**src/rtl/aes_pkg.sv**
```systemverilog
// Shared AES definitions: byte type, legal block widths and
// ShiftRows index helpers used by the permutation network.
package aes_pkg;

  typedef logic [7:0] aes_byte_t;

  localparam int NB_4 = 4;
  localparam int NB_6 = 6;
  localparam int NB_8 = 8;

  function automatic bit nb_legal(input int nb);
    return (nb == NB_4) || (nb == NB_6) || (nb == NB_8);
  endfunction

  // 256-bit blocks move rows 2 and 3 one column further
  function automatic int row_shift(input int nb, input int r);
    if (nb == NB_8 && r >= 2)
      return r + 1;
    return r;
  endfunction

  function automatic int byte_idx(input int c, input int r);
    return 4 * c + r;
  endfunction

endpackage

```
**src/rtl/shift_rows_stage_if.sv**
```systemverilog
// Handshake bundle for shift_rows_stage: upstream state/tag channel
// and downstream permuted-state channel.
interface shift_rows_stage_if #(
  parameter int NB    = 4,
  parameter int TAG_W = 4
);
  logic              in_valid;
  logic              in_ready;
  logic [32*NB-1:0]  in_state;
  logic              in_inv;
  logic [TAG_W-1:0]  in_tag;
  logic              out_valid;
  logic              out_ready;
  logic [32*NB-1:0]  out_state;
  logic [TAG_W-1:0]  out_tag;

  modport master (
    output in_valid, in_state, in_inv, in_tag, out_ready,
    input  in_ready, out_valid, out_state, out_tag
  );

  modport slave (
    input  in_valid, in_state, in_inv, in_tag, out_ready,
    output in_ready, out_valid, out_state, out_tag
  );
endinterface

```
**src/rtl/shift_rows_perm.sv**
```systemverilog
// Combinational ShiftRows / InvShiftRows byte permutation.
// Inverse network only built with SHIFT_ROWS_STAGE_INV_EN.
module shift_rows_perm
  import aes_pkg::*;
#(
  parameter int NB = 4
) (
  input  logic [32*NB-1:0] state_i,
  input  logic             inv_i,
  output logic [32*NB-1:0] state_o
);
  localparam int IW = $clog2(NB) + 1;

  logic [32*NB-1:0] fwd;
`ifdef SHIFT_ROWS_STAGE_INV_EN
  logic [32*NB-1:0] bwd;
`endif

  for (genvar c = 0; c < NB; c++) begin : g_col
    for (genvar r = 0; r < 4; r++) begin : g_row
      localparam int S = row_shift(NB, r);
      localparam logic [IW-1:0] FC = IW'((c + S) % NB);
      assign fwd[8*byte_idx(c, r) +: 8] =
        state_i[8*byte_idx(int'(FC), r) +: 8];
`ifdef SHIFT_ROWS_STAGE_INV_EN
      localparam logic [IW-1:0] IC = IW'((c - S + NB) % NB);
      assign bwd[8*byte_idx(c, r) +: 8] =
        state_i[8*byte_idx(int'(IC), r) +: 8];
`endif
    end
  end

`ifdef SHIFT_ROWS_STAGE_INV_EN
  assign state_o = inv_i ? bwd : fwd;
`else
  logic unused_inv;
  assign unused_inv = inv_i;
  assign state_o    = fwd;
`endif

endmodule

```
**src/rtl/shift_rows_stage.sv**
```systemverilog
// Registered ShiftRows pipeline stage with valid/ready handshake.
// Inverse direction available when SHIFT_ROWS_STAGE_INV_EN is defined.
module shift_rows_stage
  import aes_pkg::*;
#(
  parameter int NB    = 4,
  parameter int TAG_W = 4
) (
  input  logic              clk,
  input  logic              rst,
  shift_rows_stage_if.slave bus
);
  if (!nb_legal(NB)) begin : g_bad_nb
    $error("shift_rows_stage: NB must be 4, 6 or 8");
  end

  logic [32*NB-1:0] perm;
  logic             accept;
  logic             valid_q, valid_d;
  logic [32*NB-1:0] state_q, state_d;
  logic [TAG_W-1:0] tag_q, tag_d;

  shift_rows_perm #(
    .NB (NB)
  ) u_perm (
    .state_i (bus.in_state),
    .inv_i   (bus.in_inv),
    .state_o (perm)
  );

  assign bus.in_ready  = !valid_q || bus.out_ready;
  assign accept        = bus.in_valid && bus.in_ready;
  assign bus.out_valid = valid_q;
  assign bus.out_state = state_q;
  assign bus.out_tag   = tag_q;

  always_comb begin
    valid_d = valid_q;
    state_d = state_q;
    tag_d   = tag_q;
    if (accept) begin
      valid_d = 1'b1;
      state_d = perm;
      tag_d   = bus.in_tag;
    end else if (bus.out_ready) begin
      valid_d = 1'b0;
    end
  end

  always_ff @(posedge clk) begin
    if (rst) begin
      valid_q <= 1'b0;
      state_q <= '0;
      tag_q   <= '0;
    end else begin
      valid_q <= valid_d;
      state_q <= state_d;
      tag_q   <= tag_d;
    end
  end

endmodule

```
**src/flat_wrapper.sv**
```systemverilog
// flat-port wrapper written by rule: the top's interface ports become plain ports
module shift_rows_stage_flat import aes_pkg::*;
#(
  parameter int NB    = 4,
  parameter int TAG_W = 4
)
  (clk, rst, bus_in_valid, bus_in_state, bus_in_inv, bus_in_tag, bus_out_ready, bus_in_ready, bus_out_valid, bus_out_state, bus_out_tag);
  shift_rows_stage_if #(.NB(NB), .TAG_W(TAG_W)) bus_i ();
  input  logic clk;
  input  logic rst;
  input wire logic [$bits(bus_i.in_valid)-1:0] bus_in_valid;
  input wire logic [$bits(bus_i.in_state)-1:0] bus_in_state;
  input wire logic [$bits(bus_i.in_inv)-1:0] bus_in_inv;
  input wire logic [$bits(bus_i.in_tag)-1:0] bus_in_tag;
  input wire logic [$bits(bus_i.out_ready)-1:0] bus_out_ready;
  output wire logic [$bits(bus_i.in_ready)-1:0] bus_in_ready;
  output wire logic [$bits(bus_i.out_valid)-1:0] bus_out_valid;
  output wire logic [$bits(bus_i.out_state)-1:0] bus_out_state;
  output wire logic [$bits(bus_i.out_tag)-1:0] bus_out_tag;
  assign bus_i.in_valid = bus_in_valid;
  assign bus_i.in_state = bus_in_state;
  assign bus_i.in_inv = bus_in_inv;
  assign bus_i.in_tag = bus_in_tag;
  assign bus_i.out_ready = bus_out_ready;
  assign bus_in_ready = bus_i.in_ready;
  assign bus_out_valid = bus_i.out_valid;
  assign bus_out_state = bus_i.out_state;
  assign bus_out_tag = bus_i.out_tag;
  shift_rows_stage #(.NB(NB), .TAG_W(TAG_W)) u_core (.clk(clk), .rst(rst), .bus(bus_i));
endmodule
```
**config.mk**
```make
export PLATFORM = sky130hd
export DESIGN_NAME = shift_rows_stage_flat
export DESIGN_NICKNAME = d
export VERILOG_FILES = /design/src/rtl/aes_pkg.sv /design/src/rtl/shift_rows_stage_if.sv /design/src/rtl/shift_rows_perm.sv /design/src/rtl/shift_rows_stage.sv /design/src/flat_wrapper.sv
export SDC_FILE = /design/constraint.sdc
export NUM_CORES = 1
export LEC_CHECK = 0
export ABC_AREA = 1
export BUFFER_PORTS_ARGS = -buffer_cell sky130_fd_sc_hd__buf_2
export CAP_MARGIN = 5
export CORE_ASPECT_RATIO = 1.1
export CORE_MARGIN = 2
export CORE_UTILIZATION = 51
export DETAILED_ROUTE_END_ITERATION = 7
export PLACE_DENSITY = 0.95
export SYNTH_ARGS = -nofsm -noshare
export SYNTH_HDL_FRONTEND = slang
export SYNTH_SLANG_ARGS = --single-unit
```
**constraint.sdc**
```tcl
create_clock -name clk -period 2.1 [get_ports clk]
set_clock_uncertainty 0.05 [all_clocks]
set_input_delay 0.525 -clock clk [delete_from_list [all_inputs] [get_ports clk]]
set_output_delay 0.525 -clock clk [all_outputs]
set_load 0.03 [all_outputs]
```
After elaboration in Yosys (flattened, before gate mapping):

Cells that the tools add are included.

* register bits: 133
* output and inout port bits: 134

* multiplexer cells: 2
* reductions and logical operators: 4

Operators by type and width (count)
* 1-bit two-way mux: 2
* 2-bit nonzero test: 1
* 1-bit logical AND: 1
* 1-bit zero test: 1
* 1-bit logical OR: 1

Depth between registers and ports, before layout:

Gate-level depths: netlist (run 1).

* depth in word-level cells: 4
* gate-level depth with buffers: 7
* gate-level depth less buffers: 5

Hierarchy:

A second synthesis (run 1) with hierarchy kept.

* cell total of the unflattened synthesis: 998
* area, all modules: 6911.6 um^2

Modules (own cells, without submodules)
* shift_rows_stage: times used 1, cells an instance 870, area an instance 5950.7 um^2, sequential area each 2662.6 um^2
* shift_rows_perm: times used 1, cells an instance 128, area an instance 960.9 um^2, sequential area each 0.0 um^2

Worst setup path before layout (run 1):

OpenSTA, ideal clock, no wires.

* path type: in2out
* start point: in bus_out_ready
* end point: out bus_in_ready
* data arrival time: 970 ps
* data required time: 1525 ps
* setup slack: 555 ps
* stages on the path: 4
* path buffers: 2
* cell sequence: inv_1 -> nand2_2 -> buf_6 -> buf_4

* word-level cells in the longest chain between the ends: 1

Ends and longest elaborated chain
* from (decl): line flat_wrapper.sv:15 `input wire logic [$bits(bus_i.out_ready)-1:0] bus_out_ready;`
* 1-bit logical OR: line shift_rows_stage.sv:31 `assign bus.in_ready = !valid_q || bus.out_ready;`
* to (decl): line flat_wrapper.sv:16 `output wire logic [$bits(bus_i.in_ready)-1:0] bus_in_ready;`

Every way passes these cells.

Worst setup path after layout (run 1):

* start point: reg u_core.valid_q (netlist: u_core.bus.out_valid)
* end point: out bus_in_ready

* word-level cells in the longest chain between the ends: 2

Ends and longest elaborated chain
* from (decl): line shift_rows_stage.sv:19 `logic valid_q, valid_d;`
* from (signal assigned): line shift_rows_stage.sv:56 `valid_q <= valid_d;`
* 1-bit zero test: line shift_rows_stage.sv:31
* 1-bit logical OR: line shift_rows_stage.sv:31

Every way passes these cells.

==> results of run 1 <==
-- worst reg2reg max path, cell delays in order, from the launching register on --
cell     delay, ns
dfxtp_1       0.36
nand2_8       0.11
buf_12        0.39
nand3_1       0.32
nand2_1       0.10
nor2_1        0.04
-- how the worst min path moves through the flow --
| stage | from | to | slack, ns | cells past startpoint |
|---|---|---|---|---|
| after detailed placement | u_core.bus.out_state[80] | u_core.bus.out_state[80] | 0.41 | 2 |
| after global routing | rst | u_core.bus.out_valid | 0.25 | 2 |
| after CTS | rst | u_core.bus.out_valid | 0.24 | 2 |
| final | rst | u_core.bus.out_valid | 0.26 | 2 |
| after global placement | u_core.bus.out_state[90] | u_core.bus.out_state[90] | 0.40 | 2 |
| after floorplan | rst | u_core.bus.out_valid | 0.54 | 1 |
-- kinds of logic after synthesis --
family | Yosys count | synth area share
buf+inv | 207 | 0.162
simple gates | 397 | 0.279
flops | 133 | 0.447
compound gates | 133 | 0.112
-- power groups by stage --
stage / Sequential, W / Combinational, W / Clock, W
final: 0.00282 / 0.00138 / 0.00312
after global routing: 0.00284 / 0.00151 / 0.00326
after CTS: 0.00282 / 0.00138 / 0.00316
after detailed placement: 0.00287 / 0.00137 / 0
after global placement: 0.00286 / 0.00134 / 0
after floorplan: 0.00326 / 0.000564 / 0
-- synthesized netlist by cell type --
master and number:
buf_2 42, nor2_1 132, a21oi_1 133, inv_1 134
buf_4 12, buf_1 1, buf_6 12, nand2_1 132
dfxtp_1 133, nand2_2 1, clkinv_1 1, clkbuf_1 5
nand3_1 132
-- metrics by stage --
stage	setup WS, ns	cells	area [sq um]	total power, W	utilization
global placement	0.403	1233	7280	0.00420	0.636
floorplan	0.555	870	5950	0.00382	-
global route	0.375	1265	7910	0.00761	0.691
detailed placement	0.357	1233	7280	0.00424	0.636
finish	0.415	1265	7910	0.00731	0.691
CTS	0.387	1265	7910	0.00736	0.691
-- cell usage in the layout, fill, tap and decap left out --
| cell | n |
|---|---|
| nor2_1 | 132 |
| inv_1 | 134 |
| nand2_8 | 1 |
| buf_4 | 7 |
| buf_6 | 1 |
| clkbuf_16 | 17 |
| clkbuf_1 | 1 |
| buf_2 | 268 |
| bufinv_16 | 4 |
| a21oi_1 | 133 |
| nand2_1 | 132 |
| clkinv_4 | 3 |
| clkbuf_8 | 1 |
| buf_12 | 9 |
| dfxtp_1 | 133 |
| clkinvlp_4 | 2 |
| clkinv_2 | 5 |
| nand3_1 | 132 |
-- final cells by class --
cell class                      count  area, sq um  area share
Clock buffer                       19          443      0.0560
Clock inverter                     13          181      0.0230
Inverter                          135          508      0.0643
Multi-Input combinational cell    530         2340       0.296
Sequential cell                   133         2660       0.337
Tap cell                          150          188      0.0237
Timing Repair Buffer              285         1590       0.201
-- metal layers --
metal / routed length [um] / GRT usage / part of all wire / vias to the layer above
li1: - / - / - / 3165
met1: 5950 / 0.248 / 0.39 / 2586
met2: 7960 / 0.427 / 0.52 / 226
met3: 953 / 0.0637 / 0.062 / 44
met4: 500 / 0.106 / 0.033 / 0
met5: 0 / 0 / 0 / -
-- registers in the layout, summed over array words and instances, names as in the netlist --
signal and count:
u_core.bus.out_state 128, u_core.bus.out_valid 1, u_core.bus.out_tag 4
==> summary.txt, run 1 <==
Timing
  – Slew Viols, Final: 0
  – Setup TNS: 0 ns
  – Final Setup Violations: 0
  – Final min period: 1.68 ns
  – Fin crit share: 0.802
  – Slew HR: 0.594
  – Fmax: 594 MHz
  – RSZ-0062 raised after global routing: false
  – Final Hold Slack: 0.261 ns
  – Final hold violation count: 0
  – Worst-margin pin slew: 0.609 ns

Pwr
  – Sw Ratio: 0.288
  – Sw Pwr: 0.00210 W
  – Power Density: 925 nW/um^2
  – Sequential share of power: 0.386
  – Static Leak: 4.57 nW
  – Clock Power Share: 0.426
  – Share of total power in combinational logic: 0.188
  – Peak VDD IR: 0.476 mV
  – Power Internal: 0.00521 W

Clocking
  – CTS root buf: clkbuf_16
  – Setup Buffers After CTS: 0
  – CTS tree: yes
  – Worst skew pair latency: 0.40 ns
  – Num CTS Buffers: 17
  – Maximum root-to-sink buffer count: 2
  – Clk slew on worst S/H paths: 0.06 ns
  – Htree depth: 4
  – CTS hold repair buffers: 0
  – Clock sinks: 133
  – CTS resizes: 0

Worst setup path
  – Crit path capture: bus_in_ready
  – CP endpoint kind: primary output
  – Crit Reg-Reg Endpoint: u_core.bus.out_state[34]
  – Arrival time worst endpoint: 1.11 ns
  – FF-to-FF setup slack: 0.63 ns
  – Crit-path slowest cell: dfxtp_1
  – CP startpoint kind: flop
  – Stages on the worst setup path: 2
  – Setup Crit Path Kind: flop to primary output
  – Critical path origin: u_core.bus.out_valid
  – Critical path's top delay family: flip-flops
  – Path depth of the worst reg2reg path: 5
  – Buffers and inverters on the worst path: 1
  – Critical path required time: 1.52 ns
  – CP Max Fanout: 4
  – CP max stage delay: 0.42 ns
  – CP Cell Sequence: nand2_8, buf_2
  – Reg-to-Reg Start: u_core.bus.out_valid

Yosys
  – Yosys warning count: 0
  – Mapped Area: 5950 sq um
  – Register area share after synthesis: 0.447
  – Synth top area cells: dfxtp_1 (45%), a21oi_1 (11%), nand3_1 (11%)
  – Mean Syn Cell Area: 6.84 sq um
  – Mapped Nets: 1,007
  – Leading area contributor after synthesis: dfxtp_1
  – Post-Syn Instances: 870
  – Share of the synthesized area in the top cell type: 0.447
  – Post-synth cell types: 13
  – Yosys reg bits: 133

Detailed routing
  – Vias: 6,021
  – ANT nets after route: 0
  – Pre-antenna DRT Iters: 7
  – DRT iter0 DRCs: 418
  – Residual DRC count: 0
  – Total wire length: 15.4 mm
  – Routed vias/inst: 4.76
  – Routed WL per cell: 12.1 um

Finish
  – Layout Nets: 1,239
  – Share of layout cells above drive strength 1: 0.285
  – Layout fillers: 926
  – Ant diodes: 0
  – Area growth syn-to-layout: 32.8%

Placement
  – Placer Congestion: 0.818
  – I/O Buffers: 269
  – DP HPWL: 10.4 mm

Global routing
  – Largest net degree at the start of global routing: 148
  – Total global routing overflow: 0
  – Overall Global Routing Usage: 0.232
  – Vias in the first global route: 5,194
  – Initial antenna violation count: 0
  – First-pass GRT wire length: 23.4 mm

Die
  – Site row count: 41
  – Total core area: 11,400 sq um
  – Die W: 107 um
  – Io pins: 271
  – Starting density of the core: 0.520
  – Die area: 12,500 sq um
  – Die Y: 117 um

Run status
  – Outcome: finished clean

Hold path
  – Hold Crit Class: primary input to flop

Flow run
  – Maxcap violations: 0
No activity file was read; power rests on OpenSTA's default activity.
==> run 2: changes to the inputs <==
--- a/config.mk
+++ b/config.mk
@@ -5,14 +5,14 @@
 export SDC_FILE = /design/constraint.sdc
 export NUM_CORES = 1
 export LEC_CHECK = 0
-export ABC_AREA = 1
+export ABC_AREA = 0
 export BUFFER_PORTS_ARGS = -buffer_cell sky130_fd_sc_hd__buf_2
 export CAP_MARGIN = 5
 export CORE_ASPECT_RATIO = 1.1
 export CORE_MARGIN = 2
-export CORE_UTILIZATION = 51
+export CORE_UTILIZATION = 43
 export DETAILED_ROUTE_END_ITERATION = 7
-export PLACE_DENSITY = 0.95
+export PLACE_DENSITY = 0.89
 export SYNTH_ARGS = -nofsm -noshare
 export SYNTH_HDL_FRONTEND = slang
 export SYNTH_SLANG_ARGS = --single-unit
==> constraint.sdc (replaced) <==
create_clock -name clk -period 1.4 [get_ports clk]
set_clock_uncertainty 0.05 [all_clocks]
set_input_delay 0.35 -clock clk [delete_from_list [all_inputs] [get_ports clk]]
set_output_delay 0.35 -clock clk [all_outputs]
set_load 0.03 [all_outputs]
==> summary.txt, run 2 <==
Worst setup path
  – CP max stage delay: 0.36 ns
  – CP startpoint kind: flop
  – CP Cell Sequence: nand2b_4, buf_12, buf_8
  – Critical path required time: 1.00 ns
  – CP endpoint kind: primary output
  – CP Max Fanout: 2
  – Setup Crit Path Kind: flop to primary output
  – Arrival time worst endpoint: 1.08 ns
  – Crit-path slowest cell: dfxtp_2

Die
  – Total core area: 13,900 sq um
  – Die W: 118 um
  – Io pins: 271
  – Starting density of the core: 0.440
  – Site row count: 45
  – Die Y: 129 um
  – Die area: 15,200 sq um

Finish
  – Area growth syn-to-layout: 41.8%
  – Commonest non-fill, non-tap cell in the layout: buf_2
  – Ant diodes: 0
  – Number of flip-flops in the largest register: 128
  – Layout fillers: 1,111
  – Most frequent cells in the layout: buf_2 (263), nand3_1 (132), dfxtp_1 (132), a21bo_1 (106), a21oi_2 (105)
  – Share of layout cells above drive strength 1: 0.551
  – Storage cell area: 2660 sq um
  – Area of the multi-input gates: 3060 sq um
  – Final cell count without fillers: 1,084
  – Layout Nets: 1,020

Yosys
  – Async SR Flop Fraction: 0
  – Share of the synthesized area in the top cell type: 0.437
  – Synth top area cells: dfxtp_1 (44%), a21bo_1 (17%), a21oi_2 (14%)
  – Count leader, synth: dfxtp_1
  – Yosys reg bits: 133
  – Post-synth EDFFs: 0
  – Mapped Area: 6100 sq um
  – Yosys warning count: 0
  – Leading register cell type out of synthesis: dfxtp_1
  – Leading area contributor after synthesis: dfxtp_1
  – Mean Syn Cell Area: 10.1 sq um
  – Mapped Nets: 743
  – Post-synth cell types: 12
  – Synth cell count leaders: dfxtp_1 (133), nand3_1 (132), a21bo_1 (106), a21oi_2 (95), a21oi_1 (38)
  – Post-Syn Instances: 606
  – Register area share after synthesis: 0.437

Clocking
  – Clk slew on worst S/H paths: 0.05 ns
  – Htree depth: 4
  – CTS tree: yes
  – Worst skew pair latency: 0.40 ns
  – CTS root buf: clkbuf_16
  – Num CTS Buffers: 17
  – Clock sinks: 133
  – Maximum root-to-sink buffer count: 2

Global routing
  – Largest net degree at the start of global routing: 41
  – First-pass GRT wire length: 25.5 mm
  – Vias in the first global route: 5,351
  – Total global routing overflow: 0
  – Overall Global Routing Usage: 0.206
  – Initial antenna violation count: 0

Timing
  – Final worst setup slack: -0.0776 ns
  – RSZ-0062 raised after global routing: true
  – Fin crit share: 1.06
  – Setup TNS: -0.324 ns
  – Slew Viols, Final: 0
  – Worst-margin pin slew: 0.350 ns
  – Final hold violation count: 0
  – Final min period: 1.48 ns
  – Fmax: 677 MHz
  – Slew HR: 0.767
  – Final Setup Violations: 7

Run status
  – Violations in the final reports: setup timing
  – Outcome: complete, but fails checks

Hold path
  – Hold Crit Class: primary input to flop

Pwr
  – Power Density: 1170 nW/um^2
  – Static Leak: 3.92 nW
  – Post-layout power: 0.0101 W
  – Peak VDD IR: 0.741 mV

Detailed routing
  – Pre-antenna DRT Iters: 6
  – ANT nets after route: 0
  – Residual DRC count: 0
  – DRT iter0 DRCs: 186
  – Total wire length: 16.4 mm
  – Routed vias/inst: 5.17
  – Routed WL per cell: 15.1 um
  – Vias: 5,604

Flow run
  – Maxcap violations: 0

Placement
  – Post-Place Cells: 1,045
  – I/O Buffers: 269
  – Placer Congestion: 0.798
  – DP HPWL: 11.2 mm
run 2: cell types whose count changed in the layout (fill, tap and decap cells not counted), sizes merged:
cell / before / now
clkbuf: 19 / 29
a21bo: 0 / 132
nand2: 133 / 0
clkinvlp: 2 / 4
inv: 134 / 1
nor2: 132 / 0
bufbuf: 0 / 1
clkinv: 8 / 4
nand2b: 0 / 1
buf: 285 / 326
bufinv: 4 / 0
run 2: final timing paths:
check                           from                        to  slack [ns]  cells past startpoint
max reg2reg     u_core.bus.out_valid  u_core.bus.out_state[13]       -0.06                      6
min                 bus_in_state[83]  u_core.bus.out_state[19]        0.14                      3
max             u_core.bus.out_valid              bus_in_ready       -0.08                      3
min reg2reg  u_core.bus.out_state[0]   u_core.bus.out_state[0]        0.52                      2
run 2: area by class of cell:
type,count,share of cell area
multi-input cells,398,0.353
flip-flops and latches,133,0.308
repair buffers,332,0.249
clock buffers,24,0.0568
well taps,188,0.0272
clock inverters,8,0.00579
inverters,1,0.000434
run 2: layer usage:
metal  up-vias  global-route usage  part of all wire
met5         -                   0                 0
met2       184               0.346              0.50
met1      2659               0.249              0.42
met3        35              0.0563             0.059
met4         0              0.0914             0.026
li1       2726                   -                 -
run 2: cell families (layout without fill, tap and decap cells):
| group | after synthesis | in the layout | share of synthesized area |
|---|---|---|---|
| AOI/OAI and AO/OA | 265 | 265 | 0.384 |
| buffers and inverters | 75 | 365 | 0.0687 |
| DFF | 133 | 133 | 0.437 |
| and+or+nand+nor | 133 | 133 | 0.111 |
run 2: power by group:
part           internal [W]  leakage (nW)  switching [W]
clock network       0.00244         0.258        0.00160
logic              0.000807          2.57        0.00114
registers           0.00401          1.09       0.000108
total               0.00726          3.92        0.00285
run 2: metrics by stage:
stage          hold WS (ns)  worst slack (ns)  cell area [sq um]  utilization
4_1_cts               0.119           -0.0877               8490        0.613
3_3_place_gp          0.503            0.0136               7880        0.569
3_5_place_dp          0.511           -0.0228               7880        0.569
5_1_grt               0.127            -0.114               8650        0.625
2_1_floorplan         0.447            0.0787               6100            -
6_report              0.141           -0.0776               8650        0.625
run 2: worst max-delay path: cells and delay by family, from the launching register on:
kind / cells / cell delay, ns
flip-flops: 1 / 0.36
buffers and inverters: 2 / 0.24
AND/OR/NAND/NOR: 1 / 0.07
run 2: repair_timing:
item | CTS | global route
pin swaps | 0 | 2
gates resized for setup | 6 | 21
endpoints found under the setup margin | 1 | 56
gates cloned | 1 | 3
hold buffers | 0 | 0
setup buffers | 3 | 0
